`src/rtl/arb_pkg.sv`:
```
// Shared types and line-address helpers for the prefetch-aware memory arbiter.
package arb_pkg;

  typedef enum logic [1:0] {
    IDLE  = 2'd0,
    ISSUE = 2'd1,
    RESP  = 2'd2
  } arb_state_t;

  typedef enum logic [1:0] {
    GNT_NONE = 2'd0,
    GNT_D    = 2'd1,
    GNT_I    = 2'd2,
    GNT_PF   = 2'd3
  } arb_grant_t;

  localparam int unsigned LINE_OFFSET_BITS = 5;
  localparam logic [31:0] LINE_MASK = ~((32'd1 << LINE_OFFSET_BITS) - 32'd1);

  function automatic logic [31:0] line_base(input logic [31:0] addr);
    return addr & LINE_MASK;
  endfunction

  function automatic logic same_line(input logic [31:0] a, input logic [31:0] b);
    return ((a ^ b) & LINE_MASK) == 32'd0;
  endfunction

endpackage

```
`src/rtl/pf_mem_arbiter.sv`:
```
// Three-way arbiter (D-cache > I-cache > prefetch) onto one cacheline adaptor port;
// demand reads hitting the in-flight prefetch line piggyback on that transaction.
module pf_mem_arbiter
  import arb_pkg::*;
(
  input  logic         clk,
  input  logic         rst,
  input  logic         icache_read,
  input  logic [31:0]  icache_address,
  output logic [255:0] icache_rdata,
  output logic         icache_resp,
  input  logic         dcache_read,
  input  logic         dcache_write,
  input  logic [31:0]  dcache_address,
  input  logic [255:0] dcache_wdata,
  output logic [255:0] dcache_rdata,
  output logic         dcache_resp,
  input  logic         pf_read,
  input  logic [31:0]  pf_address,
  output logic [255:0] pf_rdata,
  output logic         pf_resp,
  output logic         mem_read,
  output logic         mem_write,
  output logic [31:0]  mem_address,
  output logic [255:0] mem_wdata,
  input  logic [255:0] mem_rdata,
  input  logic         mem_resp
);

  arb_state_t   state_q, state_d;
  arb_grant_t   grant_q, grant_d;
  logic [31:0]  addr_q, addr_d;
  logic [255:0] wdata_q, wdata_d;
  logic [255:0] line_q, line_d;
  logic         merge_i_q, merge_i_d;
  logic         merge_d_q, merge_d_d;
  logic         mem_read_q, mem_read_d;
  logic         mem_write_q, mem_write_d;
  logic         icache_resp_q, icache_resp_d;
  logic         dcache_resp_q, dcache_resp_d;
  logic         pf_resp_q, pf_resp_d;
  logic         hit_i_s;
  logic         hit_d_s;

  // Only reads may join an in-flight prefetch; writes always wait for IDLE.
  assign hit_i_s = (grant_q == GNT_PF) && icache_read && same_line(icache_address, addr_q);
  assign hit_d_s = (grant_q == GNT_PF) && dcache_read && same_line(dcache_address, addr_q);

  // Next-state logic: grant, issue, response pulse and merge tracking.
  always_comb begin
    state_d       = state_q;
    grant_d       = grant_q;
    addr_d        = addr_q;
    wdata_d       = wdata_q;
    line_d        = line_q;
    merge_i_d     = merge_i_q;
    merge_d_d     = merge_d_q;
    mem_read_d    = mem_read_q;
    mem_write_d   = mem_write_q;
    icache_resp_d = 1'b0;
    dcache_resp_d = 1'b0;
    pf_resp_d     = 1'b0;
    case (state_q)
      IDLE: begin
        if (dcache_read || dcache_write) begin
          grant_d     = GNT_D;
          addr_d      = line_base(dcache_address);
          wdata_d     = dcache_wdata;
          mem_read_d  = ~dcache_write;
          mem_write_d = dcache_write;
          state_d     = ISSUE;
        end else if (icache_read) begin
          grant_d     = GNT_I;
          addr_d      = line_base(icache_address);
          wdata_d     = 256'd0;
          mem_read_d  = 1'b1;
          mem_write_d = 1'b0;
          state_d     = ISSUE;
        end else if (pf_read) begin
          grant_d     = GNT_PF;
          addr_d      = line_base(pf_address);
          wdata_d     = 256'd0;
          mem_read_d  = 1'b1;
          mem_write_d = 1'b0;
          state_d     = ISSUE;
        end else begin
          grant_d = GNT_NONE;
          state_d = IDLE;
        end
      end
      ISSUE: begin
        merge_i_d = merge_i_q | hit_i_s;
        merge_d_d = merge_d_q | hit_d_s;
        if (mem_resp) begin
          line_d        = mem_rdata;
          mem_read_d    = 1'b0;
          mem_write_d   = 1'b0;
          icache_resp_d = (grant_q == GNT_I) | merge_i_d;
          dcache_resp_d = (grant_q == GNT_D) | merge_d_d;
          pf_resp_d     = (grant_q == GNT_PF);
          state_d       = RESP;
        end else begin
          state_d = ISSUE;
        end
      end
      RESP: begin
        grant_d   = GNT_NONE;
        merge_i_d = 1'b0;
        merge_d_d = 1'b0;
        state_d   = IDLE;
      end
      default: begin
        grant_d     = GNT_NONE;
        merge_i_d   = 1'b0;
        merge_d_d   = 1'b0;
        mem_read_d  = 1'b0;
        mem_write_d = 1'b0;
        state_d     = IDLE;
      end
    endcase
  end

  // State and output registers with synchronous reset.
  always_ff @(posedge clk) begin
    if (rst) begin
      state_q       <= IDLE;
      grant_q       <= GNT_NONE;
      addr_q        <= 32'd0;
      wdata_q       <= 256'd0;
      line_q        <= 256'd0;
      merge_i_q     <= 1'b0;
      merge_d_q     <= 1'b0;
      mem_read_q    <= 1'b0;
      mem_write_q   <= 1'b0;
      icache_resp_q <= 1'b0;
      dcache_resp_q <= 1'b0;
      pf_resp_q     <= 1'b0;
    end else begin
      state_q       <= state_d;
      grant_q       <= grant_d;
      addr_q        <= addr_d;
      wdata_q       <= wdata_d;
      line_q        <= line_d;
      merge_i_q     <= merge_i_d;
      merge_d_q     <= merge_d_d;
      mem_read_q    <= mem_read_d;
      mem_write_q   <= mem_write_d;
      icache_resp_q <= icache_resp_d;
      dcache_resp_q <= dcache_resp_d;
      pf_resp_q     <= pf_resp_d;
    end
  end

  assign icache_rdata = line_q;
  assign dcache_rdata = line_q;
  assign pf_rdata     = line_q;
  assign icache_resp  = icache_resp_q;
  assign dcache_resp  = dcache_resp_q;
  assign pf_resp      = pf_resp_q;
  assign mem_read     = mem_read_q;
  assign mem_write    = mem_write_q;
  assign mem_address  = addr_q;
  assign mem_wdata    = wdata_q;

endmodule
```
`config.mk`:
```
export PLATFORM = sky130hd
export DESIGN_NAME = pf_mem_arbiter
export DESIGN_NICKNAME = d
export VERILOG_FILES = /design/src/rtl/arb_pkg.sv /design/src/rtl/pf_mem_arbiter.sv
export SDC_FILE = /design/constraint.sdc
export NUM_CORES = 1
export LEC_CHECK = 0
export BUFFER_PORTS_ARGS = -buffer_cell sky130_fd_sc_hd__buf_2
export CAP_MARGIN = 20
export CELL_PAD_IN_SITES_DETAIL_PLACEMENT = 1
export CELL_PAD_IN_SITES_GLOBAL_PLACEMENT = 1
export CORE_AREA = 2 2 646 648
export DETAILED_ROUTE_END_ITERATION = 10
export DIE_AREA = 0 0 648 650
export PLACE_DENSITY = 0.36
export SLEW_MARGIN = 30
export SYNTH_ARGS = -nofsm -noshare
export SYNTH_HDL_FRONTEND = slang
export SYNTH_SLANG_ARGS = --single-unit
export TNS_END_PERCENT = 1
```
`constraint.sdc`:
```
create_clock -name clk -period 2.65 [get_ports clk]
set_input_delay 0.795 -clock clk [delete_from_list [all_inputs] [get_ports clk]]
set_output_delay 0.795 -clock clk [all_outputs]
set_load 0.02 [all_outputs]
```
* Word-level counts from Yosys, hierarchy flattened *
Cells that the tools add are included.

operators by class
  equal/unequal tests = 7
  reduce and logical (&&, ||, !) cells = 13
  bitwise logic cells = 10
  mux-type cells = 26

operator list
  kind                                                             number
  256-bit 2-to-1 mux                                               3
  32-bit 2-to-1 mux                                                3
  32-bit zero test                                                 2
  32-bit XOR                                                       2
  1-bit 2-to-1 mux                                                 10
  2-bit 2-to-1 mux                                                 4
  2-bit case mux with 2 select lines                               2
  2-bit == test, second input constant                             3
  1-bit case mux with 3 select lines                               2
  2-bit by 1-bit == test with 1-bit output, second input constant  2
  1-bit logical AND                                                4
  4-bit != test, second input constant                             1
  1-bit NOT                                                        4
  1-bit bitwise OR                                                 4
  1-bit case mux with 2 select lines                               2
  2-bit AND reduction                                              2
  3-bit AND reduction                                              1
  3-bit nonzero test                                               1
  3-bit OR reduction                                               1
  2-bit zero test                                                  1
  2-bit != test, second input constant                             1
  1-bit logical OR                                                 1

word-level totals
  bits of input ports = 615
  output and inout port bits = 1,061
  register bits = 555

* Logic depth before layout (Yosys ltp) *
Gate-level depths: netlist (run 1).

  depth after elaboration = 5
  gate-level depth with buffers = 8

* Worst setup path before layout (run 1) *
No wires, ideal clock.

  path type = input to register
  start = input port icache_read
  end = register wdata_q[100] (netlist: mem_wdata[100])
  required time = 2,585 ps
  setup slack = 554 ps
  arrival time = 2,031 ps
  stages on the path = 6
  cell sequence = clkbuf_1 > o41ai_4 > clkbuf_1 > buf_2 > a22oi_1 > nor2_1

between the ends
  cells in the longest elaborated chain, start to end = 2
  elaborated cells between the ends (all ways) = 4
  those cells by class = mux (2); reduce/logical (2)

ends and longest elaborated chain
  item                                                                        line                   source
  start, declared                                                             pf_mem_arbiter.sv:8    input logic icache_read,
  3-bit nonzero test (no line) / 256-bit 2-to-1 mux (equally long branches)   -
  2-bit AND reduction (no line) / 256-bit 2-to-1 mux (equally long branches)  -
  end signal, assigned                                                        pf_mem_arbiter.sv:142  wdata_q <= wdata_d;
  end, declared                                                               pf_mem_arbiter.sv:33   logic [255:0] wdata_q, wdata_d;

Parallel ways exist; a longest one is shown, timed or not.
A chain may end at the register's enable or synchronous reset.

* Worst setup path after layout (run 1) *
  start = register line_q[211] (netlist: dcache_rdata[211])
  end = output port dcache_rdata[211]

RTL lines
  item                    line                   source
  start, declared         pf_mem_arbiter.sv:34   logic [255:0] line_q, line_d;
  start signal, assigned  pf_mem_arbiter.sv:143  line_q <= line_d;
  end, declared           pf_mem_arbiter.sv:16   output logic [255:0] dcache_rdata,

No word-level cell between the ends.

==> results of run 1 <==
[state kept, by name (all words and copies together) (netlist names)]
register	flops
merge_d_q	1
state_q	2
icache_resp	1
pf_resp	1
mem_read	1
merge_i_q	1
grant_q	2
mem_wdata	256
dcache_rdata	256
mem_address	27
mem_write	1
dcache_resp	1
[metal layers]
| layer | GRT usage | vias up | wire length (um) |
|---|---|---|---|
| met5 | 0 | - | 559 |
| met4 | 0.02643 | 86 | 7353 |
| met3 | 0.05639 | 410 | 29100 |
| met2 | 0.2153 | 1358 | 132000 |
| met1 | 0.1250 | 12726 | 94360 |
| li1 | - | 11115 | - |
[worst paths after layout]
| path | end | slack [ns] | cells after the start |
|---|---|---|---|
| worst min register to register | dcache_rdata[140] | 0.46 | 2 |
| worst max register to register | dcache_rdata[163] | 0.52 | 7 |
| worst max-delay path | dcache_rdata[211] | 0.07 | 2 |
| worst min-delay path | mem_wdata[174] | 0.21 | 3 |
[cells by family (layout without fill, tap and decap cells)]
group | Yosys count | after routing | share of synthesized area
other | 1 | 24 | 0.0001601
AND/OR/NAND/NOR | 864 | 864 | 0.1412
AO/OA/AOI/OAI | 580 | 580 | 0.1557
XOR/XNOR | 54 | 54 | 0.02019
buffers and inverters | 711 | 1928 | 0.2011
flip-flops | 550 | 550 | 0.4700
multiplexers | 27 | 27 | 0.01154
[worst max-delay path, cell delays in order (launching register included)]
cell and delay [ns]:
dfxtp_1 0.50, buf_4 0.27, buf_2 0.19
[metrics by stage]
step,hold WS (ns),cells,utilization,instance area (um^2)
floorplan,0.4258,2791,-,23440
global placement,0.4522,9360,0.08470,35140
detailed placement,0.4573,9360,0.08470,35140
CTS,0.07752,9505,0.09164,38020
global route,0.1396,9509,0.09166,38030
finish,0.2111,9524,0.09175,38060
[area by class of cell]
cell class | count | area (um^2) | area share
Sequential cell | 550 | 11050 | 0.2903
Timing Repair Buffer | 1781 | 9552 | 0.2509
Multi-Input combinational cell | 1530 | 7741 | 0.2034
Tap cell | 5497 | 6878 | 0.1807
Clock buffer | 117 | 2406 | 0.06321
Clock inverter | 28 | 380.4 | 0.009993
Antenna cell | 19 | 47.55 | 0.001249
Inverter | 2 | 7.507 | 0.0001972
[cells in the final DEF (no fill, tap or decap), types with 22 or more instances in the layout]
| cell | Yosys | routed |
|---|---|---|
| buf_2 | 82 | 1634 |
| dfxtp_1 | 550 | 518 |
| nand2_1 | 515 | 514 |
| nor2_1 | 321 | 320 |
| a21oi_1 | 286 | 286 |
| a22oi_1 | 257 | 257 |
| buf_4 | 517 | 125 |
| clkbuf_16 | 0 | 84 |
| xnor2_1 | 32 | 32 |
| dfxtp_2 | 0 | 32 |
| mux2i_1 | 27 | 27 |
| a211oi_1 | 27 | 27 |
| xor2_1 | 22 | 22 |
[timing repair]
item / 4_1_cts / 5_1_grt
buffers inserted: 0 / 0
endpoints found under the setup margin: 79 / 0
gates resized for setup: 52 / 0
endpoints found under the hold margin: 0 / 0
[power groups by stage]
stage | clock network [uW] | registers (uW) | logic (uW)
floorplan | 0 | 10100 | 2550
global placement | 0 | 9790 | 5980
detailed placement | 0 | 9810 | 5990
CTS | 12300 | 9650 | 6020
global route | 12500 | 9690 | 6290
finish | 11700 | 9630 | 5820
==> flow_summary.yaml, run 1 <==
run:
  drv_cap: 0
setup_path:
  worstSetupEndpointType: "primary output"
  cp-start-kind: "flip-flop"
  worstSetupPathType: "flip-flop to primary output"
  critPathLaunch: "dcache_rdata[211]"
  arrival_ns: 1.78
  worstPathRequired_ns: 1.86
  critPathMaxFanout: 3
  reg2reg_from: "state_q[1]"
timing:
  setup_tns_ns: 0
  slew_headroom: 0.5762
  fin_crit_sh: 0.9717
  layout_setup_ws_ns: 0.07491
  layout_min_cycle_time_ns: 2.575
  hold_viol: 0
  rsz0062_at_grt: "no"
  drv_slew: 0
  setup_viol: 0
  fin_worst_skew_ns: 0.07701
  tightest_slew_ns: 0.6357
  fmaxAchievable_mhz: 388.3
synth:
  synth.avg_cell_area_um2: 8.406
  synth_top_area_share: 0.4700
  synth_cell_types: 27
  ys_ff_latch: 550
  synth_top_cells_by_count: "dfxtp_1 (550), buf_4 (517), nand2_1 (515), nor2_1 (321), a21oi_1 (286)"
  yosysMostFrequentCell: "dfxtp_1"
  synth.area.top_cells: "dfxtp_1 (47%), buf_4 (17%), nand2_1 (8.3%), a22oi_1 (8.2%), a21oi_1 (6.1%)"
  yosysTopAreaCell: "dfxtp_1"
  synth-seq-area-share: 0.4700
  synth_area_mm2: 0.02343
  synth_edf_count: 0
  yosys_warnings: 0
  synthArstFlopShare: 0
  synth_ff_type: "dfxtp_1"
  synthCells: 2787
clocking:
  ctsRootBufferMaster: "clkbuf_16"
  cts_tree: "yes"
  clk_pin_slew_ns: 0.06
  cts_made_buffers: 84
  hold_buffers: 0
  h-tree-depth: 3
  clkLatencyLatePin_ns: 0.81
  clockBufferDepth: 4
  clock_sinks: 550
power_and_ir_drop:
  combPwrFrac: 0.214
  seq_power_share: 0.354
  power.leakage_uw: 0.01704
  internal-power_uw: 17620
  power_density_mw_per_mm2: 714.1
  p_sw_uw: 9562
  p_total_uw: 27180
  peakVddDrop_mv: 0.4103
  power_switching_share: 0.3518
  clockPowerShare: 0.431
drt:
  ant_nets: 0
  vias: 25695
  drtPass1Iterations: 5
  drt_iter0_drc: 1575
  wirelength_um: 263400
  via_per_inst: 2.698
  post_drt_wl_per_cell_um: 27.66
  drc: 0
layout:
  nets: 4564
  synthToLayoutAreaGrowth_pct: 62.48
  drive_gt1_frac: 0.4860
  nFillCells: 49818
floorplanning:
  initial_core_util: 0.05647
  die-area_mm2: 0.4212
  die_x_um: 648
  io_pins: 1676
  row_count: 237
  core_mm2: 0.4149
  die_y_um: 650
placed_design:
  hpwl_um: 232000
  portBuffers: 1655
  gp_congestion: 0.9110
  place_ws_ns: 0.1708
grt:
  grt_max_degree: 65
  grt_usage: 0.1196
  grt_pass1_wl_um: 319400
  grt_pass1_vias: 25344
  antenna_found_initial: 167
  grt-ovfl-total: 0
worst_hold_path:
  worstHoldPathType: "input pin to flip-flop"
  holdCritStartpoint: "dcache_wdata[174]"
outcome:
  status: "complete, no violations"
No activity file was read; power rests on OpenSTA's default activity.
==> run 2: changes to the inputs <==
--- a/config.mk
+++ b/config.mk
@@ -7,12 +7,10 @@
 export LEC_CHECK = 0
 export BUFFER_PORTS_ARGS = -buffer_cell sky130_fd_sc_hd__buf_2
 export CAP_MARGIN = 20
-export CELL_PAD_IN_SITES_DETAIL_PLACEMENT = 1
-export CELL_PAD_IN_SITES_GLOBAL_PLACEMENT = 1
-export CORE_AREA = 2 2 646 648
+export CORE_AREA = 2 2 645 647
 export DETAILED_ROUTE_END_ITERATION = 10
-export DIE_AREA = 0 0 648 650
-export PLACE_DENSITY = 0.36
+export DIE_AREA = 0 0 647 649
+export PLACE_DENSITY = 0.31
 export SLEW_MARGIN = 30
 export SYNTH_ARGS = -nofsm -noshare
 export SYNTH_HDL_FRONTEND = slang
==> flow_summary.yaml, run 2 (synthesis results as in run 1) <==
outcome:
  status: "complete, no violations"
grt:
  grt_pass1_vias: 23409
  grt_pass1_wl_um: 323300
  met2_usage: 0.2177
  antenna_found_initial: 203
  grt-ovfl-total: 0
  grt_usage: 0.1232
  grtUsageMet3: 0.06407
  globalRouteMet1Util: 0.1266
  grt_max_degree: 66
  grt-busiest-layer: "met2"
setup_path:
  crit_chain: "buf_2"
  crit_buf_inv: 1
  max_stage_delay_ns: 0.46
  worstPathRequired_ns: 1.86
  critPathMaxFanout: 4
  crit_slowest_cell: "buf_2"
  arrival_ns: 1.76
  path_delay_family: "buffers and inverters"
  cp-start-kind: "flip-flop"
  worstSetupPathType: "flip-flop to primary output"
  worstSetupEndpointType: "primary output"
timing:
  slew_headroom: 0.5457
  fin_worst_skew_ns: 0.08900
  fmaxAchievable_mhz: 390.7
  drv_slew: 0
  tightest_slew_ns: 0.6752
  hold_viol: 0
  fin_hold_ws_ns: 0.1955
  rsz0062_at_grt: "no"
  layout_min_cycle_time_ns: 2.559
  setup_viol: 0
  fin_crit_sh: 0.9658
  setup_tns_ns: 0
drt:
  ant_nets: 0
  wirelength_um: 270500
  post_drt_wl_per_cell_um: 28.42
  drc: 0
  vias: 25198
  drtPass1Iterations: 5
  drt_iter0_drc: 1757
  via_per_inst: 2.647
run:
  drv_cap: 0
worst_hold_path:
  worstHoldPathType: "input pin to flip-flop"
clocking:
  clkLatencyLatePin_ns: 0.83
  cts_tree: "yes"
  cts_setup_buffers: 0
  clk_pin_slew_ns: 0.06
  cts_made_buffers: 83
  clockBufferDepth: 4
  clock_sinks: 550
  hold_buffers: 0
  h-tree-depth: 3
  ctsRootBufferMaster: "clkbuf_16"
power_and_ir_drop:
  power.leakage_uw: 0.01721
  peakVddDrop_mv: 0.3792
  power_density_mw_per_mm2: 717.1
floorplanning:
  die-area_mm2: 0.4199
  die_x_um: 647
  core_mm2: 0.4125
  initial_core_util: 0.05679
  row_count: 236
  io_pins: 1676
  die_y_um: 649
layout:
  layout_commonest_cell: "buf_2"
  synthToLayoutAreaGrowth_pct: 64.20
  nets: 4574
  drive_gt1_frac: 0.4888
  most-common-layout-cells: "buf_2 (1,619), dfxtp_1 (519), nand2_1 (514)"
placed_design:
  portBuffers: 1655
  gp_congestion: 0.9011
  hpwl_um: 241600
==> run 2: changes by cell type in the layout (fill, tap and decap cells not counted), sizes merged <==
cell / before / now
clkinvlp: 5 / 4
diode: 19 / 26
buf: 1781 / 1791
clkinv: 12 / 11
bufinv: 7 / 9
inv: 6 / 8
clkbuf: 117 / 115
==> run 2: timing repair <==
| item | in CTS | in global routing |
|---|---|---|
| endpoints found under the hold margin | 0 | 0 |
| cloned | 0 | 0 |
| gates resized for setup | 74 | 1 |
| endpoints found under the setup margin | 98 | 1 |
| pin swaps | 0 | 0 |
==> run 2: per-layer routing <==
layer,vias up,share of wire
met1,12040,0.35
met3,474,0.12
li1,11141,-
met5,-,0.0022
met4,92,0.033
met2,1451,0.49
==> run 2: path summary, 6_finish.rpt <==
path | slack (ns) | cells past startpoint | to | startpoint
hold reg to reg | 0.46 | 2 | dcache_rdata[14] | dcache_rdata[14]
setup reg to reg | 0.47 | 6 | dcache_rdata[160] | state_q[0]
hold / removal | 0.20 | 3 | dcache_rdata[241] | mem_rdata[241]
setup / recovery | 0.09 | 1 | pf_rdata[229] | dcache_rdata[229]
==> run 2: worst register-to-register path, delay by kind of cell, from the launching register on <==
| kind | cells | cell delay, ns |
|---|---|---|
| flip-flops | 1 | 0.49 |
| buffers and inverters | 2 | 0.58 |
| AO/OA/AOI/OAI | 1 | 0.13 |
| AND/OR/NAND/NOR | 3 | 0.87 |
==> run 2: power by group <==
part | internal [uW] | switching [uW]
combinational | 1850 | 4120
clock | 7260 | 4730
sequential | 8850 | 778
total | 18000 | 9630
==> run 2: through the flow <==
step                worst slack, ns  power (uW)  area (um^2)  utilization  cells
floorplan                    0.5540       12630        23440            -   2791
global placement             0.2719       15970        35390      0.08580   9348
detailed placement           0.2887       15940        35390      0.08580   9348
CTS                        0.002158       28360        38400      0.09309   9492
global route                0.02795       28890        38430      0.09317   9505
finish                      0.09053       27580        38470      0.09325   9518
==> run 2: layout make-up <==
type,count,area (um^2)
Antenna cell,26,65.06
Clock buffer,114,2424
Clock inverter,30,421.7
Fill cell,48432,374000
Inverter,2,7.507
Multi-Input combinational cell,1530,7741
Sequential cell,550,11050
Tap cell,5474,6849
Timing Repair Buffer,1792,9910
